<file path="config.mk">
export PLATFORM = sky130hd
export DESIGN_NAME = lsq_port_arbiter
export DESIGN_NICKNAME = d
export VERILOG_FILES = /design/src/rtl/lsq_port_arbiter.sv
export SDC_FILE = /design/constraint.sdc
export NUM_CORES = 1
export LEC_CHECK = 0
export BUFFER_PORTS_ARGS = -buffer_cell sky130_fd_sc_hd__buf_2
export CORE_AREA = 2 2 169 171
export DETAILED_ROUTE_END_ITERATION = 7
export DIE_AREA = 0 0 171 173
export PLACE_DENSITY = 0.38
export SLEW_MARGIN = 20
export SYNTH_ARGS = -nofsm -noshare
export SYNTH_HDL_FRONTEND = slang
export SYNTH_SLANG_ARGS = --single-unit
export TNS_END_PERCENT = 5
</file>
<file path="constraint.sdc">
create_clock -name clk -period 4.4 [get_ports clk]
set_clock_uncertainty 0.05 [all_clocks]
set_input_delay 0.44 -clock clk [delete_from_list [all_inputs] [get_ports clk]]
set_output_delay 0.44 -clock clk [all_outputs]
set_load 0.03 [all_outputs]
</file>
<file path="src/rtl/lsq_port_arbiter.sv">
// lsq_port_arbiter: round-robin sharing of one LSQ port among NUM_REQ OUs, with in-order load tag routing
module lsq_port_arbiter #(
  parameter int NUM_REQ = 4,
  parameter int MAX_OUTSTANDING = 4,
  parameter int XLEN = 32
) (
  input  logic clk,
  input  logic rst,
  input  logic [NUM_REQ-1:0] req_pending,
  input  logic [NUM_REQ-1:0] req_new_request,
  input  logic [NUM_REQ-1:0][XLEN-1:0] req_addr,
  input  logic [NUM_REQ-1:0][XLEN-1:0] req_data,
  input  logic [NUM_REQ-1:0][2:0] req_fn3,
  input  logic [NUM_REQ-1:0] req_load,
  input  logic [NUM_REQ-1:0] req_store,
  output logic [NUM_REQ-1:0] req_lsq_full,
  output logic [XLEN-1:0] req_load_data,
  output logic [NUM_REQ-1:0] req_load_complete,
  output logic [XLEN-1:0] addr,
  output logic [XLEN-1:0] data,
  output logic [2:0] fn3,
  output logic load,
  output logic store,
  output logic new_request,
  input  logic lsq_full,
  input  logic [XLEN-1:0] load_data,
  input  logic load_complete,
  output logic [$clog2(MAX_OUTSTANDING):0] outstanding,
  output logic err_orphan_complete
);
  localparam int PW = $clog2(NUM_REQ);
  localparam int TW = $clog2(MAX_OUTSTANDING);
  localparam int CW = TW + 1;
  logic [PW-1:0] ptr, g;
  logic gv, tag_full, empty, push, pop;
  logic [NUM_REQ-1:0] gh;
  logic [PW-1:0] tags [MAX_OUTSTANDING];
  logic [TW-1:0] wp, rp;
  logic [CW-1:0] count;
  // downward scan so the candidate closest to ptr wins
  always_comb begin
    gv = 1'b0;
    g = '0;
    for (int k = NUM_REQ - 1; k >= 0; k--)
      if (req_pending[PW'((int'(ptr) + k) % NUM_REQ)]) begin
        gv = 1'b1;
        g = PW'((int'(ptr) + k) % NUM_REQ);
      end
  end
  assign gh = gv ? NUM_REQ'(1) << g : '0;
  assign tag_full = count == CW'(MAX_OUTSTANDING);
  assign empty = count == '0;
  assign new_request = gv && req_new_request[g] && !lsq_full && !tag_full && !rst;
  assign push = new_request && req_load[g];
  assign pop = load_complete && !empty && !rst;
  assign req_lsq_full = rst ? '1 : ~gh | {NUM_REQ{lsq_full || tag_full}};
  assign addr = gv ? req_addr[g] : '0;
  assign data = gv ? req_data[g] : '0;
  assign fn3 = gv ? req_fn3[g] : '0;
  assign load = gv && !rst && req_load[g];
  assign store = gv && !rst && req_store[g];
  assign req_load_complete = pop ? NUM_REQ'(1) << tags[rp] : '0;
  assign req_load_data = load_data;
  assign outstanding = count;
  always_ff @(posedge clk) begin
    if (rst) begin
      ptr <= '0;
      wp <= '0;
      rp <= '0;
      count <= '0;
      err_orphan_complete <= 1'b0;
    end else begin
      if (new_request) ptr <= (g == PW'(NUM_REQ - 1)) ? '0 : g + 1'b1;
      if (push) wp <= wp + 1'b1;
      if (pop) rp <= rp + 1'b1;
      count <= count + CW'(push) - CW'(pop);
      err_orphan_complete <= err_orphan_complete | (load_complete && empty);
    end
  end
  always_ff @(posedge clk)
    if (push) tags[wp] <= g;
endmodule

</file>
==> metrics.txt <==
antenna viol nets, final 0; ys flop type dfxtp_1; fraction of layout cells with a size suffix above 1 about three fifths; die area between 0.02 and 0.03 mm^2; Slew @ Worst Pin just under 0.9 ns; I/O pin cnt roughly 430; routed via count about 4,500; critical path, cell by cell nand2_1 > a221oi_2 > nor2_4 > buf_12 > mux2_2 > nor2_1 > a211oi_1 > buf_2; Final Core Density a little over a fifth; Resized Gates After CTS 0; die width around 170 um; vias per inst ~3.9; pwr dens between 200 and 300 mW/mm^2; Max Cap Viol 0; DR WL/cell 14.50 um; Hold Crit Class primary input to flip-flop; Starting Density between 10% and 20%; fmax 304.5 MHz; GP Congestion around 0.80; RSZ-0062 raised after global routing no; initial antenna violation count 0; crit path launch type flip-flop; leak pwr ~2.7 nW; Worst EP required roughly 3.9 ns; postcts setup bufs 0; vias in the first global route roughly 4,300; Compound-Gate Fraction of Synth Area between 15 and 20%; minimum clock period after layout about 3.3 ns; Slew headroom between 40% and 50%; synthesized area about 0.0038 mm^2; CP max FO 143; Inserted Diodes 0; Max stage delay on crit path around 0.43 ns; final setup violation count 0; H-tree depth 1; # port buffers about 370; Post-Route WL about 17 mm; Sink Count 20; Syn-to-layout area delta 54.33%; Post-Synth XOR/XNOR Area less than 1%; Setup Crit Path Kind flip-flop to primary output; detailed placer's ending HPWL roughly 13 mm; row count 61; remaining global-route overflow 0; Root Buffer Master clkbuf_16; Mean Syn Cell Area ~8.3 um^2; Post-synth EDFFs 8; Syn Inst Count 459; final instance area a little under 0.006 mm^2; element type at the critical path end primary output; Data arrival, critical path around 2.8 ns; CTS tree yes; DRT Pass-1 Iters 4; DRC errors left 0; VDD IR max approximately 0.00014 V; Total Routing Usage GR a little over a tenth; drt initial violations roughly 210; clk buf depth 2; Critical-path top delay cell a221oi_2; post-layout net count between 1,000 and 1,500; multiplexer area fraction after synthesis between 40 and 50%; largest family of logic cells by synthesized area multiplexers; status finished, final reports clean; adder-cell share of the synthesized area 3.795%; CTS Buf Count 3; first-pass GRT wire length 24.57 mm; number of synthesized register bits 20; Ys Warns 0; largest net degree at the start of global routing 144; Synth Area in Simple Gates 12.92%; distinct cell type count after synthesis 44; setup TNS 0 ns; clk_lat worst skew around 0.25 ns; Seq/Total Area, Yosys 12.56%; setup ws final ~1.1 ns; final period utilization 74.65%; die height roughly 170 um; final hold vios 0; Area after DPL about 0.0058 mm^2; Post-Syn Nets between 700 and 800; core area around 0.028 mm^2; # hold bufs at CTS 0; count of pins over their slew limit 0; Clock transition at path regs about 0.060 ns; Place WS 0.9684 ns; Pwr Total between 1.5 and 2 mW; fraction of registers with async set/reset 0%
[sequential cells by signal (all words and copies together), names as in the netlist, named ones only]
register             flops
err_orphan_complete      1
tags                     8
ptr                      2
wp                       2
rp                       2
outstanding              3
[synth_stat cells, types with 2 or more instances]
cell / instances / area [um^2]
buf_1: 6 / 22.52
nand2_1: 9 / 33.78
edfxtp_1: 8 / 240.2
a211oi_1: 67 / 503.0
xnor2_1: 2 / 17.52
inv_1: 11 / 41.29
nor2b_1: 3 / 18.77
a21oi_1: 5 / 25.02
mux2i_1: 71 / 710.7
and3_1: 2 / 12.51
xor2_1: 2 / 17.52
ha_1: 10 / 125.1
dfxtp_1: 12 / 240.2
o21ai_1: 2 / 10.01
clkbuf_1: 17 / 63.81
nand3_1: 4 / 20.02
nand2b_1: 2 / 12.51
nor2_1: 85 / 319.1
o21ai_0: 2 / 10.01
buf_2: 8 / 40.04
mux4_2: 2 / 45.04
a211oi_2: 2 / 25.02
buf_4: 39 / 292.8
mux2_2: 68 / 765.7
[cell type report]
class / count / area [um^2]
repair buffers: 373 / 1902
well taps: 378 / 473.0
flip-flops and latches: 20 / 480.5
inverters: 12 / 47.55
multi-input cells: 357 / 2895
fillers: 3197 / 21730
clock inverters: 1 / 30.03
clock buffers: 3 / 75.07
[worst max-delay path, delay by kind of cell, from the launching register on]
kind,cells,cell delay (ns)
simple gates,3,0.27
buf+inv,2,0.58
flops,1,0.42
mux,1,0.35
compound gates,2,0.79
[placed cells by master (no fill, tap or decap), types with 5 or more instances in the layout]
cell type	count
buf_2	369
nor2_1	85
mux2i_1	71
mux2_2	68
a211oi_1	67
dfxtp_1	12
inv_1	11
ha_1	10
nand2_1	9
edfxtp_1	8
a21oi_1	5
[metrics by stage]
step	hold WS (ns)	std cells
global route	0.3774	1144
global placement	0.4097	1140
detailed placement	0.4052	1140
CTS	0.3723	1144
floorplan	0.4188	459
finish	0.3827	1144
[final timing paths]
kind | start | endpoint | slack (ns) | depth (start not counted)
max reg2reg | ptr[1]$_SDFFE_PP0P_ | outstanding[2]$_SDFF_PP0_ | 1.16 | 13
min | load_complete | err_orphan_complete$_SDFF_PP0_ | 0.38 | 3
min reg2reg | err_orphan_complete$_SDFF_PP0_ | err_orphan_complete$_SDFF_PP0_ | 0.42 | 2
max | ptr[1]$_SDFFE_PP0P_ | data[3] | 1.12 | 8
[power breakdown]
part	switching [mW]	total, mW	internal (mW)
sequential	0.0290	0.249	0.220
clock	0.0670	0.247	0.180
combinational	0.623	1.05	0.424
total	0.719	1.54	0.824
[metal layers]
layer	vias to the layer above	part of all wire [%]	global-route usage (%)
met2	206	52	19.22
met1	1973	41	12.86
met3	4	6.4	1.946
met5	-	0	0
met4	0	0.34	0.9534
li1	2267	-	-
[logic make-up after synthesis]
| logic type | count (synthesis) |
|---|---|
| compound gates | 86 |
| xor+xnor | 4 |
| mux | 142 |
| buf+inv | 82 |
| flops | 20 |
| simple gates | 114 |
| fa+ha+maj | 11 |
Note: power is estimated with default switching activity, not from simulation.
